--- src/rtl/mmu_client.sv ---
// mmu_client: tags user alloc/free commands, pushes them into the MMU request
// FIFOs, tracks in-flight requests in a per-tag table and matches responses
// from the two FWFT response FIFOs back to a single completion register.
`ifndef REQ_ID_WIDTH
`define REQ_ID_WIDTH 8
`endif
`ifndef ALL_PAGE_IDX_WIDTH
`define ALL_PAGE_IDX_WIDTH 10
`endif
`ifndef REQ_SIZE_TYPE_WIDTH
`define REQ_SIZE_TYPE_WIDTH 3
`endif
`ifndef FAIL_REASON_WIDTH
`define FAIL_REASON_WIDTH 2
`endif

module mmu_client #(
  parameter int TAG_WIDTH = 3  // must not exceed `REQ_ID_WIDTH
) (
  input  logic                              clk,
  input  logic                              rst,
  input  logic                              cmd_valid,
  output logic                              cmd_ready,
  input  logic                              cmd_is_free,
  input  logic [`ALL_PAGE_IDX_WIDTH-1:0]    cmd_page_idx,
  input  logic [`REQ_SIZE_TYPE_WIDTH-1:0]   cmd_page_count,
  output logic                              alloc_req_write_en,
  output logic [`REQ_ID_WIDTH-1:0]          alloc_req_id,
  output logic [`REQ_SIZE_TYPE_WIDTH-1:0]   alloc_req_page_count,
  input  logic                              alloc_req_fifo_almost_full,
  output logic                              free_req_write_en,
  output logic [`REQ_ID_WIDTH-1:0]          free_req_id,
  output logic [`ALL_PAGE_IDX_WIDTH-1:0]    free_req_page_idx,
  output logic [`REQ_SIZE_TYPE_WIDTH-1:0]   free_req_page_count,
  input  logic                              free_req_fifo_almost_full,
  output logic                              alloc_rsp_pop,
  input  logic [`REQ_ID_WIDTH-1:0]          alloc_rsp_id,
  input  logic [`ALL_PAGE_IDX_WIDTH-1:0]    alloc_rsp_page_idx,
  input  logic                              alloc_rsp_fail,
  input  logic [`FAIL_REASON_WIDTH-1:0]     alloc_rsp_fail_reason,
  input  logic                              alloc_rsp_fifo_empty,
  output logic                              free_rsp_pop,
  input  logic [`REQ_ID_WIDTH-1:0]          free_rsp_id,
  input  logic                              free_rsp_fail,
  input  logic [`FAIL_REASON_WIDTH-1:0]     free_rsp_fail_reason,
  input  logic                              free_rsp_fifo_empty,
  output logic                              done_valid,
  input  logic                              done_ready,
  output logic                              done_is_free,
  output logic [`REQ_ID_WIDTH-1:0]          done_id,
  output logic [`ALL_PAGE_IDX_WIDTH-1:0]    done_page_idx,
  output logic [`REQ_SIZE_TYPE_WIDTH-1:0]   done_page_count,
  output logic                              done_fail,
  output logic [`FAIL_REASON_WIDTH-1:0]     done_fail_reason,
  output logic                              spurious_rsp,
  output logic [TAG_WIDTH:0]                outstanding_count
);
  localparam int DEPTH = 1 << TAG_WIDTH;

  logic [`REQ_ID_WIDTH-1:0]        id_reg;
  logic [DEPTH-1:0]                tbl_valid_reg;
  logic [DEPTH-1:0]                tbl_is_free_reg;
  logic [`REQ_SIZE_TYPE_WIDTH-1:0] tbl_count_reg [DEPTH];
  logic [`ALL_PAGE_IDX_WIDTH-1:0]  tbl_page_reg  [DEPTH];
  logic                            rr_free_reg;     // 1: free wins next tie
  logic [TAG_WIDTH:0]              outstanding_reg;

  logic                            alloc_we_reg, free_we_reg;
  logic [`REQ_ID_WIDTH-1:0]        req_id_reg;
  logic [`ALL_PAGE_IDX_WIDTH-1:0]  req_page_reg;
  logic [`REQ_SIZE_TYPE_WIDTH-1:0] req_count_reg;

  logic                            done_valid_reg, done_is_free_reg, done_fail_reg;
  logic [`REQ_ID_WIDTH-1:0]        done_id_reg;
  logic [`ALL_PAGE_IDX_WIDTH-1:0]  done_page_reg;
  logic [`REQ_SIZE_TYPE_WIDTH-1:0] done_count_reg;
  logic [`FAIL_REASON_WIDTH-1:0]   done_reason_reg;
  logic                            spurious_reg;

  // Command side: a tag is reusable only once its table entry has retired.
  logic [TAG_WIDTH-1:0] cmd_tag;
  logic                 accept;
  assign cmd_tag   = id_reg[TAG_WIDTH-1:0];
  assign cmd_ready = !rst && !tbl_valid_reg[cmd_tag] &&
                     !(cmd_is_free ? free_req_fifo_almost_full : alloc_req_fifo_almost_full);
  assign accept    = cmd_valid && cmd_ready;

  // Response side: pop only when the completion register can take the result.
  logic                           can_pop, alloc_elig, free_elig, pick_free, popped, rsp_hit;
  logic [`REQ_ID_WIDTH-1:0]       rsp_id;
  logic [TAG_WIDTH-1:0]           rsp_tag;
  assign can_pop       = !rst && (!done_valid_reg || done_ready);
  assign alloc_elig    = can_pop && !alloc_rsp_fifo_empty;
  assign free_elig     = can_pop && !free_rsp_fifo_empty;
  assign pick_free     = free_elig && (!alloc_elig || rr_free_reg);
  assign alloc_rsp_pop = alloc_elig && !pick_free;
  assign free_rsp_pop  = pick_free;
  assign popped        = alloc_rsp_pop || free_rsp_pop;
  assign rsp_id        = pick_free ? free_rsp_id : alloc_rsp_id;
  assign rsp_tag       = rsp_id[TAG_WIDTH-1:0];
  // A response retires its tag only if the entry is live and of the same kind.
  assign rsp_hit       = popped && tbl_valid_reg[rsp_tag] && (tbl_is_free_reg[rsp_tag] == pick_free);

  // ID counter, tag table valid bits, round-robin pointer and in-flight count.
  always_ff @(posedge clk or posedge rst) begin
    if (rst) begin
      id_reg          <= '0;
      tbl_valid_reg   <= '0;
      rr_free_reg     <= 1'b0;
      outstanding_reg <= '0;
    end else begin
      if (accept) begin
        id_reg                 <= id_reg + 1'b1;
        tbl_valid_reg[cmd_tag] <= 1'b1;
      end
      // accept and retire never touch the same tag (valid must be 0 vs 1)
      if (rsp_hit)
        tbl_valid_reg[rsp_tag] <= 1'b0;
      if (alloc_elig && free_elig)
        rr_free_reg <= !pick_free;
      outstanding_reg <= outstanding_reg + (TAG_WIDTH+1)'(accept) - (TAG_WIDTH+1)'(rsp_hit);
    end
  end

  // Table payload: written on acceptance, needs no reset since valid gates it.
  always_ff @(posedge clk) begin
    if (accept) begin
      tbl_is_free_reg[cmd_tag] <= cmd_is_free;
      tbl_count_reg[cmd_tag]   <= cmd_page_count;
      tbl_page_reg[cmd_tag]    <= cmd_page_idx;
    end
  end

  // Registered request pushes: one-cycle write enable with the accepted payload.
  always_ff @(posedge clk or posedge rst) begin
    if (rst) begin
      alloc_we_reg  <= 1'b0;
      free_we_reg   <= 1'b0;
      req_id_reg    <= '0;
      req_page_reg  <= '0;
      req_count_reg <= '0;
    end else begin
      alloc_we_reg <= accept && !cmd_is_free;
      free_we_reg  <= accept && cmd_is_free;
      if (accept) begin
        req_id_reg    <= id_reg;
        req_page_reg  <= cmd_page_idx;
        req_count_reg <= cmd_page_count;
      end
    end
  end

  // Completion register and spurious-response pulse.
  always_ff @(posedge clk or posedge rst) begin
    if (rst) begin
      done_valid_reg   <= 1'b0;
      done_is_free_reg <= 1'b0;
      done_id_reg      <= '0;
      done_page_reg    <= '0;
      done_count_reg   <= '0;
      done_fail_reg    <= 1'b0;
      done_reason_reg  <= '0;
      spurious_reg     <= 1'b0;
    end else begin
      spurious_reg <= popped && !rsp_hit;
      if (rsp_hit) begin
        done_valid_reg   <= 1'b1;
        done_is_free_reg <= pick_free;
        done_id_reg      <= rsp_id;
        done_page_reg    <= pick_free ? tbl_page_reg[rsp_tag] : alloc_rsp_page_idx;
        done_count_reg   <= tbl_count_reg[rsp_tag];
        done_fail_reg    <= pick_free ? free_rsp_fail : alloc_rsp_fail;
        done_reason_reg  <= pick_free ? free_rsp_fail_reason : alloc_rsp_fail_reason;
      end else if (done_ready) begin
        done_valid_reg <= 1'b0;
      end
    end
  end

  assign alloc_req_write_en   = alloc_we_reg;
  assign alloc_req_id         = req_id_reg;
  assign alloc_req_page_count = req_count_reg;
  assign free_req_write_en    = free_we_reg;
  assign free_req_id          = req_id_reg;
  assign free_req_page_idx    = req_page_reg;
  assign free_req_page_count  = req_count_reg;
  assign done_valid           = done_valid_reg;
  assign done_is_free         = done_is_free_reg;
  assign done_id              = done_id_reg;
  assign done_page_idx        = done_page_reg;
  assign done_page_count      = done_count_reg;
  assign done_fail            = done_fail_reg;
  assign done_fail_reason     = done_reason_reg;
  assign spurious_rsp         = spurious_reg;
  assign outstanding_count    = outstanding_reg;
endmodule

--- config.mk ---
export PLATFORM = sky130hd
export DESIGN_NAME = mmu_client
export DESIGN_NICKNAME = d
export VERILOG_FILES = /design/src/rtl/mmu_client.sv
export SDC_FILE = /design/constraint.sdc
export NUM_CORES = 1
export LEC_CHECK = 0
export ABC_CLOCK_PERIOD_IN_PS = 5200
export CELL_PAD_IN_SITES_DETAIL_PLACEMENT = 0
export CELL_PAD_IN_SITES_GLOBAL_PLACEMENT = 1
export CORE_ASPECT_RATIO = 1.5
export CORE_MARGIN = 2
export CORE_UTILIZATION = 45
export CTS_BUF_LIST = sky130_fd_sc_hd__clkbuf_4
export DETAILED_ROUTE_END_ITERATION = 8
export HOLD_SLACK_MARGIN = 0.1
export PLACE_DENSITY_LB_ADDON = 0.12
export SETUP_SLACK_MARGIN = 0.15
export SYNTH_ARGS = -nofsm -noshare
export SYNTH_HDL_FRONTEND = slang
export SYNTH_SLANG_ARGS = --single-unit
--- constraint.sdc ---
create_clock -name clk -period 5.2 [get_ports clk]
set_input_delay 1.04 -clock clk [delete_from_list [all_inputs] [get_ports clk]]
set_output_delay 1.04 -clock clk [all_outputs]
set_load 0.05 [all_outputs]
# Yosys cells after proc, flatten, opt, wreduce, memory -nomap -nowiden
# Memories as Yosys holds them, arrays and structs flattened. A register that Yosys moved wholly into a read port is not among the register bits.
# Cells that the tools add are included.
[classes]
n_mux = 22
bitwise_logic = 3
addsub = 3
n_eq_ne = 1
n_lt_le_gt_ge = 4
reduce_logical = 30
[op_table]
columns = ["cell", "n"]
rows = [
  ["$mux 8", 3],
  ["$logic_and 1x1->1", 16],
  ["$mux 1", 11],
  ["$logic_not 1->1", 10],
  ["$mux 10", 1],
  ["$bmux 1 s3", 3],
  ["$add 8x1->8 const B", 1],
  ["$and 8x8->8", 1],
  ["$bwmux 8", 1],
  ["$lt 3x4->1 const B", 2],
  ["$not 8->8", 1],
  ["$or 8x8->8", 1],
  ["$demux 1 s3", 2],
  ["$ge 3x1->1 const B", 2],
  ["$add 4x1->4", 1],
  ["$sub 4x1->4", 1],
  ["$logic_or 1x1->1", 3],
  ["$mux 2", 1],
  ["$reduce_bool 2->1", 1],
  ["$eq 1x1->1", 1],
]
[totals]
ram_bits = 104
in_bits = 54
memories = 2
wordCells = 82
register_bits = 76
[mem_list]
columns = ["memory", "words", "word_bits", "read_ports", "rd_clocked_by_memory_dff", "write_ports", "line_no", "rtl"]
rows = [
  ["tbl_page_reg", 8, 10, 1, 0, 1, "64", "logic [`ALL_PAGE_IDX_WIDTH-1:0] tbl_page_reg [DEPTH];"],
  ["tbl_count_reg", 8, 3, 1, 1, 1, "63", "logic [`REQ_SIZE_TYPE_WIDTH-1:0] tbl_count_reg [DEPTH];"],
]

# Depth between registers and ports, before layout
[depth]
word_depth = 15
depth_mapped = 15

# Least setup slack after synthesis
# OpenSTA, ideal clock, no wires.
[synth_path]
path_type = "input port to flip-flop"
from = "input alloc_rsp_fifo_empty"
to = "register outstanding_reg[2] (netlist: outstanding_count[2])"
path_slack_ns = -0.410
t_arrival_ns = 5.487
path_stages = 15
t_required_ns = 5.077
path_buffers = 3
cell_sequence = "or2_0 -> clkbuf_1 -> nand3_1 -> inv_2 -> buf_1 -> nor4_1 -> o21ai_0 -> a211oi_4 -> buf_4 -> ha_1 -> inv_1 -> ha_1 -> inv_1 -> fa_1 -> xnor2_1"
[synth_between]
elab_chain_len = 11
[synth_rtl]
columns = ["element", "line_no", "rtl"]
rows = [
  ["start: declaration", "41", "input logic alloc_rsp_fifo_empty,"],
  ["$logic_not 1->1 (*)", "93", "assign alloc_elig = can_pop && !alloc_rsp_fifo_empty;"],
  ["$logic_and 1x1->1 (*)", "93", ""],
  ["$logic_not 1->1", "95", "assign pick_free = free_elig && (!alloc_elig || rr_free_reg);"],
  ["$logic_or 1x1->1", "95", ""],
  ["$logic_and 1x1->1", "95", ""],
  ["$logic_not 1->1", "96", "assign alloc_rsp_pop = alloc_elig && !pick_free;"],
  ["$logic_and 1x1->1 (*)", "96", ""],
  ["via alloc_rsp_pop", "36", "output logic alloc_rsp_pop,"],
  ["$logic_or 1x1->1 (*)", "98", "assign popped = alloc_rsp_pop || free_rsp_pop;"],
  ["$logic_and 1x1->1 (*) (2 in series)", "102", "assign rsp_hit = popped && tbl_valid_reg[rsp_tag] && (tbl_is_free_reg[rsp_tag] == pick_free);"],
  ["via rsp_hit", "89", "logic can_pop, alloc_elig, free_elig, pick_free, popped, rsp_hit;"],
  ["$sub 4x1->4 (*)", "121", "outstanding_reg <= outstanding_reg + (TAG_WIDTH+1)'(accept) - (TAG_WIDTH+1)'(rsp_hit);"],
  ["end signal: assignment", "121", ""],
  ["end: declaration", "66", "logic [TAG_WIDTH:0] outstanding_reg;"],
]
# The timed path passes the listed nets; every way through them passes the cells marked *. The select of a mux whose other input is x is not followed.
# A chain may end at the register's enable or synchronous reset.

# Worst setup path after layout
[layout_path]
from = "input cmd_is_free"
to = "output cmd_ready"
[layout_between]
elab_chain_len = 3
[layout_rtl]
columns = ["element", "line_no", "rtl"]
rows = [
  ["start: declaration", "24", "input logic cmd_is_free,"],
  ["$mux 1", "85", "!(cmd_is_free ? free_req_fifo_almost_full : alloc_req_fifo_almost_full);"],
  ["$logic_not 1->1", "85", ""],
  ["$logic_and 1x1->1", "84", "assign cmd_ready = !rst && !tbl_valid_reg[cmd_tag] &&"],
  ["end: declaration", "23", "output logic cmd_ready,"],
]
# Every way passes these cells.

==> run summary <==
Post-Syn Area per Cell: 13.7 µm²
Sequential Area: 0.00514 mm²
Yosys cell types: 62
RSZ-0062 raised after global routing: false
Full die area: 0.0185 mm²
Net Count, Synth: 633
Total power: 4.82 mW
DR pass1 iterations: 8
Slew Limit Fails: 0
Total number of vias: 5234
Post-cts sizing count: 0
Level count of the clock H-tree: 4
Setup TNS: 0 ns
R2R depth: 15
Die height: 166 µm
CTS clk-pin slew, worst paths: 0.14 ns
DPL Wire Length: 13600 µm
Top cell type's share of synthesized area: 42.9%
#FFs+latches synth: 183
Maximum root-to-sink buffer count: 2
Standard-cell rows: 59
CTS tree: yes
Antenna violations before repair: 1
Worst Setup Path Type: in -> out
Reg2Reg Setup Slack: 1.61 ns
WP data arrival: 3.36 ns
Req. time, crit path: 4.16 ns
Cell Count Post-Placement: 887
Clk_lat worst skew: 0.58 ns
First-pass GRT wire length: 30700 µm
Slew Limit Headroom: 35.1%
Initial core utilization: 45.6%
Setup crit start kind: input pin
Total routed wirelength: 19800 µm
Max-cap viol count: 0
Synth Instances: 573
Number of global-route vias before repair: 5446
Fraction of registers with async set/reset: 38.8%
FILL cells: 1477
HP Class: reg -> reg
HP Start: id_reg[7]$_DFFE_PP0P_
Share of layout cells above drive strength 1: 14.7%
Clk root buf: clkbuf_4
Vias/cell: 5.69
Clock Sinks: 183
Largest register FFs: 80
GRT Total Usage: 22.0%
Global route overflow: 0
CTS Hold Bufs: 0
Power Dens Cells: 500 mW/mm²
Core Area: 0.0172 mm²
Synthesized area: 0.00785 mm²
Routed len/inst: 21.5 µm
Crit. End Element: primary output
Worst Skew: 0.0204 ns
Top post-synthesis cells by area: edfxtp_1 (43%), dfrtp_1 (23%), mux2_2 (4.7%)
Ratio of final minimum period to clock period: 84.7%
Final Non-Filler Cells: 920
FF-to-FF End: outstanding_count[2]$_DFF_PP0_
Reg2reg start: rr_free_reg$_DFFE_PP0P_
Synth Flop Type: edfxtp_1
Crit-path max FO: 12
RD Place Congestion: 0.920
Nets: 753
Number of synthesized flops with an enable pin: 112
Fmax: 227 MHz
Final hold slack: 0.475 ns
Num ports: 122
Layout area overhead: 22.8%
Worst vdd ir: 0.409 mV
Yosys warning count: 0
DRT antenna net count: 0
Post-CTS Setup Bufs: 0
Post-route cell area: 0.00964 mm²
Die W: 112 µm
Sequential-to-total area share from yosys stat: 65.5%
Status: finished clean
Hold Path Stages: 1
Final setup vio count: 0
Leak pwr: 3.63 nW
Residual DRC: 0
Worst-Margin Slew: 0.946 ns
Hold Path End: id_reg[7]$_DFFE_PP0P_
Drt initial violations: 262
Count of buffers from port buffering: 121
Crit path time final: 4.40 ns
Largest net degree at the start of global routing: 53
Final Hold Vio Count: 0
CTS buffer count: 17
Yosys top cell by area: edfxtp_1
Placed cell areas: 0.00934 mm²
Area of the multi-input gates: 0.00248 mm²
[per-layer routing]
layer | vias up | wire (µm) | GRT usage (%)
li1 | 2386 | - | -
met1 | 2639 | 8030 | 26.5
met2 | 173 | 10300 | 38.1
met3 | 36 | 862 | 4.65
met4 | 0 | 615 | 9.13
met5 | - | 0 | 0
[Yosys cell counts, types with 3 or more instances]
library cell and count:
inv_1 15, nor2_1 20, nand3_1 11, a2111oi_0 3, or2_2 3, a31oi_1 9
xnor2_1 9, nor2b_1 7, a21oi_1 21, o21ai_0 15, a221oi_1 4, nor3b_1 3
ha_1 5, mux2_1 18, o31a_1 7, mux2i_1 21, nor4_1 4, mux2_2 33
o31ai_1 5, nor3_1 4, o21a_1 3, o22ai_1 4, buf_1 7, o211ai_1 7
a21o_1 3, clkbuf_1 17, dfrtp_1 71, a22o_1 5, nand2_1 58, or3_1 4
a211oi_1 6, buf_4 13, nand4_1 3, a22oi_1 6, edfxtp_1 112
[worst max path at each step]
stage                               start                             end  slack [ns]  cells after the start
floorplan            alloc_rsp_fifo_empty  outstanding_count[2]$_DFF_PP0_        0.35                     15
detailed placement                    rst  outstanding_count[2]$_DFF_PP0_        0.21                     13
global placement                      rst  outstanding_count[1]$_DFF_PP0_        0.30                     13
global route        id_reg[0]$_DFFE_PP0P_                       cmd_ready        0.63                      4
CTS                 id_reg[0]$_DFFE_PP0P_                       cmd_ready        0.78                      4
finish                        cmd_is_free                       cmd_ready        0.80                      5
[where the power goes]
| group | total (mW) | leakage (nW) | switching, mW | internal [mW] |
|---|---|---|---|---|
| clock | 0.808 | 0.160 | 0.510 | 0.298 |
| combinational | 1.99 | 1.59 | 1.26 | 0.735 |
| sequential | 2.02 | 1.88 | 0.205 | 1.81 |
[per-stage QoR]
stage / utilization, % / setup WS (ns)
floorplan: - / 0.355
global placement: 54.3 / 0.300
detailed placement: 54.3 / 0.213
CTS: 56.0 / 0.777
global route: 56.0 / 0.634
finish: 56.0 / 0.797
[kinds of logic after synthesis]
kind of cell	after synthesis	share of synthesized area, %
compound gates	114	10.4
xor+xnor	11	1.23
fa+ha+maj	6	1.05
buf+inv	58	3.62
flops	183	65.5
mux	74	10.6
simple gates	127	7.62
[final cells by class]
cell class / instances / share of cell area [%]
multi-input combinational: 332 / 25.7
tap: 213 / 2.77
sequential: 183 / 53.3
clock inverter: 15 / 1.74
inverter: 17 / 0.675
clock buffer: 17 / 1.32
antenna: 1 / 0.0260
timing repair buffer: 142 / 14.4
[critical path, stage by stage]
cell and delay [ns]:
clkdlybuf4s50_1 0.70, nor2b_1 0.10, a211oi_1 0.34, nor2b_1 0.32
clkdlybuf4s50_1 0.86
[cells in the final DEF, fill, tap and decap left out, types with 6 or more instances in the layout]
cell type | synthesis | final
o31a_1 | 7 | 7
clkdlybuf4s50_1 | 0 | 119
mux2i_1 | 21 | 21
buf_4 | 13 | 21
o211ai_1 | 7 | 7
o21ai_0 | 15 | 15
xnor2_1 | 9 | 9
mux2_1 | 18 | 18
mux2_2 | 33 | 33
nor2b_1 | 7 | 7
nand2_1 | 58 | 58
nand3_1 | 11 | 11
a22oi_1 | 6 | 6
nor2_1 | 20 | 20
a21oi_1 | 21 | 21
clkbuf_4 | 0 | 17
a31oi_1 | 9 | 9
edfxtp_1 | 112 | 112
a211oi_1 | 6 | 6
dfrtp_1 | 71 | 71
inv_1 | 15 | 14
(Power assumes the default switching activity.)
